### src/rtl/seg_scan_ctrl.sv
// Scan controller for a 4-digit common-anode 7-segment display that shares one MC14495-style decoder.
// Digits are driven in turn, separated by an all-off guard interval. New data is applied only at frame boundaries.
module seg_scan_ctrl #(
  parameter int SCAN_DIV  = 50000,
  parameter int GUARD_CYC = 16
) (
  input  logic        clk,
  input  logic        rst,
  input  logic        en,
  input  logic        load,
  input  logic [15:0] hexs,
  input  logic [3:0]  points,
  input  logic [3:0]  blanks,
  output logic        busy,
  output logic [3:0]  hex_out,
  output logic        dp_out,
  output logic        le_out,
  output logic [3:0]  an,
  output logic [1:0]  digit_idx,
  output logic        frame_tick
);

  localparam int MAX_CNT = (SCAN_DIV > GUARD_CYC) ? SCAN_DIV : GUARD_CYC;
  localparam int CNT_W   = $clog2(MAX_CNT + 1);
  localparam logic [CNT_W-1:0] S_LAST = CNT_W'(SCAN_DIV - 1);
  localparam logic [CNT_W-1:0] G_LAST = CNT_W'((GUARD_CYC > 0) ? GUARD_CYC - 1 : 0);

  typedef enum logic [1:0] {IDLE, DRIVE, GUARD} state_t;

  state_t           state, nxt_state;
  logic [CNT_W-1:0] cnt, nxt_cnt;
  logic [1:0]       nxt_idx;
  logic             nxt_tick, adv, apply_pt, do_apply, nxt_busy;
  logic [15:0]      act_hex, pend_hex, nxt_act_hex;
  logic [3:0]       act_pts, pend_pts, nxt_act_pts;
  logic [3:0]       act_blk, pend_blk, nxt_act_blk;

  always_comb begin
    nxt_state = state;
    nxt_cnt   = cnt;
    nxt_idx   = digit_idx;
    nxt_tick  = 1'b0;
    adv       = 1'b0;
    apply_pt  = 1'b0;
    case (state)
      IDLE: begin
        if (en) begin
          nxt_state = DRIVE;
          nxt_cnt   = '0;
          nxt_idx   = 2'd0;
          apply_pt  = 1'b1;
        end
      end
      DRIVE: begin
        if (!en) begin
          nxt_state = IDLE;
        end else if (cnt == S_LAST) begin
          nxt_cnt = '0;
          if (GUARD_CYC == 0) adv = 1'b1;
          else                nxt_state = GUARD;
        end else begin
          nxt_cnt = cnt + 1'b1;
        end
      end
      GUARD: begin
        if (!en) begin
          nxt_state = IDLE;
        end else if (cnt == G_LAST) begin
          nxt_cnt   = '0;
          nxt_state = DRIVE;
          adv       = 1'b1;
        end else begin
          nxt_cnt = cnt + 1'b1;
        end
      end
      default: nxt_state = IDLE;
    endcase

    if (adv) begin
      nxt_idx = digit_idx + 2'd1;
      if (digit_idx == 2'd3) begin
        nxt_tick = 1'b1;
        apply_pt = 1'b1;
      end
    end

    // A load on the application cycle wins over the older pending copy.
    do_apply    = apply_pt && (busy || load);
    nxt_act_hex = act_hex;
    nxt_act_pts = act_pts;
    nxt_act_blk = act_blk;
    nxt_busy    = load ? 1'b1 : busy;
    if (do_apply) begin
      nxt_act_hex = load ? hexs   : pend_hex;
      nxt_act_pts = load ? points : pend_pts;
      nxt_act_blk = load ? blanks : pend_blk;
      nxt_busy    = 1'b0;
    end
  end

  always_ff @(posedge clk) begin
    if (rst) begin
      state      <= IDLE;
      cnt        <= '0;
      digit_idx  <= 2'd0;
      frame_tick <= 1'b0;
      busy       <= 1'b0;
      act_hex    <= '0;
      act_pts    <= '0;
      act_blk    <= '0;
      pend_hex   <= '0;
      pend_pts   <= '0;
      pend_blk   <= '0;
      an         <= 4'b1111;
      hex_out    <= 4'd0;
      dp_out     <= 1'b0;
      le_out     <= 1'b1;
    end else begin
      state      <= nxt_state;
      cnt        <= nxt_cnt;
      digit_idx  <= nxt_idx;
      frame_tick <= nxt_tick;
      busy       <= nxt_busy;
      act_hex    <= nxt_act_hex;
      act_pts    <= nxt_act_pts;
      act_blk    <= nxt_act_blk;
      if (load) begin
        pend_hex <= hexs;
        pend_pts <= points;
        pend_blk <= blanks;
      end
      // Decoder outputs are derived from next-cycle state so they stay aligned with the anodes.
      if (nxt_state == DRIVE) begin
        an      <= ~(4'b0001 << nxt_idx);
        hex_out <= nxt_act_hex[{nxt_idx, 2'b00} +: 4];
        dp_out  <= nxt_act_pts[nxt_idx];
        le_out  <= nxt_act_blk[nxt_idx];
      end else begin
        an     <= 4'b1111;
        le_out <= 1'b1;
      end
    end
  end

endmodule

### config.mk
export PLATFORM = sky130hd
export DESIGN_NAME = seg_scan_ctrl
export DESIGN_NICKNAME = d
export VERILOG_FILES = /design/src/rtl/seg_scan_ctrl.sv
export SDC_FILE = /design/constraint.sdc
export NUM_CORES = 1
export LEC_CHECK = 0
export BUFFER_PORTS_ARGS = -buffer_cell sky130_fd_sc_hd__buf_2
export CORE_MARGIN = 2
export CORE_UTILIZATION = 40
export DETAILED_ROUTE_END_ITERATION = 6
export GPL_TIMING_DRIVEN = 0
export SYNTH_ARGS = -nofsm -noshare
export SYNTH_HDL_FRONTEND = slang
export SYNTH_SLANG_ARGS = --single-unit
### constraint.sdc
create_clock -name clk -period 4.85 [get_ports clk]
set_input_delay 0.97 -clock clk [delete_from_list [all_inputs] [get_ports clk]]
set_output_delay 0.97 -clock clk [all_outputs]
set_load 0.02 [all_outputs]
==> impl_metrics.py, run 1 <==
metrics = {
    "status": {
        "outcome": "finished clean",
    },
    "detailed_routing": {
        "antenna_left": 0,
        "dr.pass1.iters": 5,
        "drc": 0,
        "wirelength_um": 10500,
        "wire_per_inst_um": 16.5,
        "drt_iter0_drc": 267,
        "vias_per_cell": 5.47,
        "vias": 3488,
    },
    "global_route": {
        "grt_start_max_net_pins": 16,
        "antenna_found_initial": 0,
        "grt_pass1_vias": 3360,
        "grt_pass1_wl_um": 17300,
        "grt_use_total_pct": 21.1,
        "overflow": 0,
    },
    "finish": {
        "drive_gt1_share_pct": 17.6,
        "final.fill_count": 971,
        "multiInputGateArea_sq_um": 2130,
        "seq_area_sq_um": 1600,
        "nets": 534,
        "antenna_cells": 0,
        "final_common_cell": "dfxtp_1",
        "final_cell_mix": "dfxtp_1, nor2_1, buf_2",
        "area_delta_synth_final_pct": 14.6,
    },
    "yosys": {
        "ys_types": 64,
        "async_flop_share_pct": 0,
        "seq_area_frac_synth_pct": 40.6,
        "syn-instance-count": 448,
        "ys_warn_count": 0,
        "ys_top_cells_by_area": "dfxtp_1, mux2i_1, nor2_1",
        "synth-seq-cells": 80,
        "ys.flop_type": "dfxtp_1",
        "syn_area_sq_um": 3950,
        "synth.largest_area_cell": "dfxtp_1",
        "synth_top_cell_area_share_pct": 40.6,
        "synth.avg_cell_area_sq_um": 8.81,
        "synth_edf_count": 0,
        "synth_nets": 482,
    },
    "pwr": {
        "p_leak_nw": 1.89,
        "p_per_area_nw_per_um2": 333,
        "power.total_mw": 1.51,
        "ir_drop_uv": 157,
    },
    "timing": {
        "max_freq_ghz": 0.359,
        "fin_crit_ns": 2.79,
        "skew_ns": 0.0142,
        "hold_viol": 0,
        "tns_ns": 0,
        "worst_pin_slew_ns": 0.832,
        "relSlewSlack_pct": 43.0,
        "rsz0062_at_grt": "no",
        "setup_viol": 0,
        "slew_viol_final": 0,
        "post-route-period-util_pct": 57.4,
    },
    "clock_network": {
        "cts.sinks": 80,
        "cts_resized": 0,
        "postCtsSetupRepairBufs": 0,
        "clock_latency_ns": 0.37,
        "cts_buffers": 9,
        "cts_hold_buf": 0,
        "root_buffer": "clkbuf_8",
        "htree_num_levels": 3,
        "cts_tree": "yes",
        "clockBufferDepth": 2,
        "path_clk_slew_ns": 0.09,
    },
    "min_path": {
        "min-delay-start": "cnt[1]$_SDFFE_PP0P_",
        "hp-class": "reg2reg",
        "min_to": "cnt[1]$_SDFFE_PP0P_",
        "holdPathStages": 2,
    },
    "place": {
        "gp_congestion": 0.936,
        "portBuffers": 41,
        "dpl.hpwl_um": 7480,
    },
    "critical_path": {
        "path_class": "reg2reg",
        "reg2reg_to": "hex_out[0]$_SDFFE_PP0N_",
        "startpoint_type": "flip-flop",
        "path_delay_family": "simple AND/OR/NAND/NOR gates",
        "r2r-start": "cnt[4]$_SDFFE_PP0P_",
        "ff2ff_setup_slack_ns": 2.06,
        "crit_path_end_kind": "flip-flop",
        "arrival_ns": 3.06,
        "cp_max_fo": 8,
        "critical_path.slowest_cell": "mux2i_1",
        "path_cells": "nor4_4 -> nand3_1 -> nor2_1 -> mux2i_1 -> a32oi_1 -> a311oi_1",
        "r2r_cells": 6,
        "slowest_delay_ns": 0.74,
        "required_ns": 5.13,
        "crit_buf_inv": 0,
    },
    "floorplanning": {
        "die_y_um": 103,
        "start_util_pct": 40.8,
        "num_io_pins": 42,
        "die_width_um": 103,
        "num_rows": 36,
        "core_area_sq_um": 9680,
        "die_area_sq_um": 10700,
    },
    "run": {
        "maxCapViolCount": 0,
    },
}
## worst reg2reg max path: stages, from the launching register on
cell and delay [ns]:
dfxtp_1 0.40, nor4_4 0.41, nand3_1 0.32, nor2_1 0.30, mux2i_1 0.74, a32oi_1 0.22, a311oi_1 0.32
## sequential cells by signal, summed over array words and instances (netlist names)
signal,cells
act_hex,16
cnt,16
pend_hex,16
act_blk,4
act_pts,4
an,4
hex_out,4
pend_blk,4
pend_pts,4
digit_idx,2
state,2
busy,1
dp_out,1
frame_tick,1
le_out,1
## through the flow
| stage | cell area [sq um] | util [%] | hold WS (ns) | cells | setup slack (ns) |
|---|---|---|---|---|---|
| global route | 4520 | 46.7 | 0.499 | 638 | 1.83 |
| finish | 4520 | 46.7 | 0.469 | 638 | 2.06 |
| global placement | 4320 | 44.6 | 0.456 | 622 | 1.80 |
| CTS | 4520 | 46.7 | 0.471 | 638 | 2.13 |
| floorplan | 3950 | - | 0.444 | 448 | 2.37 |
| detailed placement | 4320 | 44.6 | 0.461 | 622 | 1.83 |
## area by class of cell
class                           count  area share (%)
Timing Repair Buffer               41            4.54
Inverter                           13            1.08
Tap cell                          133            3.68
Sequential cell                    80            35.4
Clock buffer                        9            2.74
Clock inverter                      7            1.77
Buffer                             23            3.65
Multi-Input combinational cell    332            47.1
## routing by layer
layer | track usage, % | part of all wire, % | vias to the layer above
met5 | 0 | 0 | -
met4 | 8.81 | 1.9 | 0
met3 | 2.96 | 4.6 | 20
met2 | 33.5 | 45 | 108
met1 | 29.0 | 49 | 1647
li1 | - | - | 1713
## cells by family after synthesis
group                    count (synthesis)  share of synthesized area, %
flip-flops                              80                          40.6
adder cells (fa/ha/maj)                  6                          1.90
AND/OR/NAND/NOR                        191                          24.9
buffers and inverters                   36                          5.42
AO/OA/AOI/OAI                          101                          18.8
multiplexers                            27                          6.91
XOR/XNOR                                 7                          1.55
## Yosys cell counts, drive strengths merged, types with 4 or more instances
library cell	count
a21o	24
a21oi	16
a22oi	9
a311oi	5
a31oi	4
a32oi	9
and2	18
and3	6
buf	9
clkbuf	14
dfxtp	80
ha	6
inv	13
mux2i	25
nand2	39
nand3	19
nand3b	4
nand4	4
nor2	65
nor3	7
o211ai	5
o21ai	12
o31ai	5
or4	7
xor2	6
## how the worst max path moves through the flow
stage	start	endpoint	slack, ns	depth (start not counted)
2_1_floorplan	load	le_out$_SDFF_PP1_	2.37	6
3_3_place_gp	en	hex_out[3]$_SDFFE_PP0N_	1.80	7
3_5_place_dp	load	le_out$_SDFF_PP1_	1.83	7
4_1_cts	cnt[4]$_SDFFE_PP0P_	hex_out[3]$_SDFFE_PP0N_	2.13	6
5_1_grt	cnt[4]$_SDFFE_PP0P_	hex_out[1]$_SDFFE_PP0N_	1.83	6
6_report	cnt[4]$_SDFFE_PP0P_	hex_out[0]$_SDFFE_PP0N_	2.06	6
## power by group
| part | total [mW] | switching [mW] | internal [mW] |
|---|---|---|---|
| Sequential | 0.714 | 0.0161 | 0.697 |
| Combinational | 0.269 | 0.163 | 0.106 |
| Clock | 0.523 | 0.279 | 0.244 |
| Total | 1.51 | 0.458 | 1.05 |
Note: power is estimated with default switching activity, not from simulation.
==> inputs of run 2 (changes only) <==
==> constraint.sdc (replaced) <==
create_clock -name clk -period 2.4 [get_ports clk]
set_input_delay 0.48 -clock clk [delete_from_list [all_inputs] [get_ports clk]]
set_output_delay 0.48 -clock clk [all_outputs]
set_load 0.02 [all_outputs]
==> impl_metrics.py, run 2 (synthesized netlist as in run 1, its figures left out) <==
metrics = {
    "detailed_routing": {
        "wire_per_inst_um": 16.6,
        "antenna_left": 0,
        "vias": 3538,
        "drc": 0,
        "drt_iter0_drc": 276,
        "vias_per_cell": 5.49,
        "dr.pass1.iters": 5,
        "wirelength_um": 10700,
    },
    "timing": {
        "relSlewSlack_pct": 47.6,
        "skew_ns": 0.00905,
        "hold_viol": 0,
        "rsz0062_at_grt": "yes",
        "fin_crit_ns": 2.29,
        "max_freq_ghz": 0.437,
        "setup_viol": 0,
        "slew_viol_final": 0,
        "worst_pin_slew_ns": 0.786,
        "post-route-period-util_pct": 95.4,
    },
    "place": {
        "dpl.hpwl_um": 7480,
        "gp_congestion": 0.936,
        "dp.cells": 622,
        "portBuffers": 41,
        "place_area_sq_um": 4320,
    },
    "pwr": {
        "p_clk_share_pct": 34.3,
        "ir_drop_uv": 312,
        "p_sw_mw": 0.925,
        "p_comb_share_pct": 18.5,
        "p_leak_nw": 1.94,
        "switching_share_pct": 30.3,
        "p_int_mw": 2.13,
        "p_per_area_nw_per_um2": 651,
        "seq_power_share_pct": 47.2,
    },
    "floorplanning": {
        "die_width_um": 103,
        "start_util_pct": 40.8,
        "core_area_sq_um": 9680,
        "die_y_um": 103,
        "num_io_pins": 42,
        "die_area_sq_um": 10700,
        "num_rows": 36,
    },
    "clock_network": {
        "path_clk_slew_ns": 0.09,
        "cts_tree": "yes",
        "htree_num_levels": 3,
        "clock_latency_ns": 0.37,
        "cts_buffers": 9,
        "cts.sinks": 80,
        "root_buffer": "clkbuf_8",
        "clockBufferDepth": 2,
    },
    "critical_path": {
        "crit_path_end_kind": "flip-flop",
        "startpoint_type": "flip-flop",
        "path_class": "reg2reg",
        "required_ns": 2.63,
        "arrival_ns": 2.52,
        "cp_max_fo": 10,
    },
    "min_path": {
        "hp-class": "in2reg",
    },
    "global_route": {
        "grt_start_max_net_pins": 16,
        "antenna_found_initial": 0,
        "grt_pass1_wl_um": 17500,
        "overflow": 0,
        "grt_pass1_vias": 3402,
        "grt_use_total_pct": 21.4,
    },
    "finish": {
        "final_common_cell": "dfxtp_1",
        "final_cell_mix": "dfxtp_1, nor2_1, buf_2",
        "layout.cells.non_filler": 645,
        "fin_area_sq_um": 4690,
        "area_delta_synth_final_pct": 18.9,
        "antenna_cells": 0,
        "nets": 541,
        "drive_gt1_share_pct": 22.3,
        "reg_top3": "act_hex: 16 flops, cnt: 16 flops, pend_hex: 16 flops",
    },
    "run": {
        "maxCapViolCount": 0,
    },
    "status": {
        "outcome": "finished clean",
    },
}
## run 2: power groups by stage
stage	registers [mW]	clock network [mW]	logic (mW)
after floorplan	1.49	0	0.361
after global placement	1.47	0	0.532
after detailed placement	1.47	0	0.539
after CTS	1.44	1.07	0.550
after global routing	1.45	1.10	0.627
final	1.44	1.05	0.565
## run 2: stage by stage
stage | utilization [%] | power (mW) | setup slack (ns) | hold WS (ns) | setup TNS, ns
global route | 48.5 | 3.18 | -0.0760 | 0.377 | -0.0760
finish | 48.5 | 3.06 | 0.111 | 0.368 | 0
floorplan | - | 1.85 | 0.213 | 0.444 | 0
CTS | 47.4 | 3.06 | 0.0420 | 0.367 | 0
global placement | 44.6 | 2.00 | -0.365 | 0.456 | -1.85
detailed placement | 44.6 | 2.01 | -0.298 | 0.461 | -1.52
## run 2: worst paths after layout
check                                         start                     end  slack [ns]  cells past startpoint
worst max register to register  cnt[5]$_SDFFE_PP0P_       le_out$_SDFF_PP1_        0.11                      8
worst min register to register  cnt[1]$_SDFFE_PP0P_     cnt[1]$_SDFFE_PP0P_        0.47                      2
worst max-delay path            cnt[5]$_SDFFE_PP0P_       le_out$_SDFF_PP1_        0.11                      8
worst min-delay path                      blanks[2]  pend_blk[2]$_SDFF_PP0_        0.37                      3
## run 2: per-layer routing
layer	global-route usage, %	part of all wire, %	vias up
li1	-	-	1731
met1	29.1	47	1694
met2	33.9	46	96
met3	3.02	4.5	17
met4	8.91	2.1	0
met5	0	0	-
## run 2: cell type report
cell class / instances / area, sq um
fill: 954 / 4990
multi-input combinational: 332 / 2240
sequential: 80 / 1610
timing repair buffer: 48 / 258
buffer: 23 / 169
tap: 133 / 166
clock buffer: 9 / 124
clock inverter: 7 / 80.1
inverter: 13 / 48.8
## run 2: worst max-delay path, cell delays in order, from the launching register on
cell	delay, ns
dfxtp_1	0.37
nor3_2	0.42
and3_2	0.32
a21o_2	0.17
clkbuf_8	0.14
buf_6	0.14
nand3_1	0.11
a311oi_2	0.32
o2111ai_1	0.16
## run 2: timing repair
action                     4_1_cts  5_1_grt
pin swaps                        2        5
buffers inserted                 3        4
gates resized for setup         11       18
hold buffers                     0        0
setup endpoints to repair        6       18
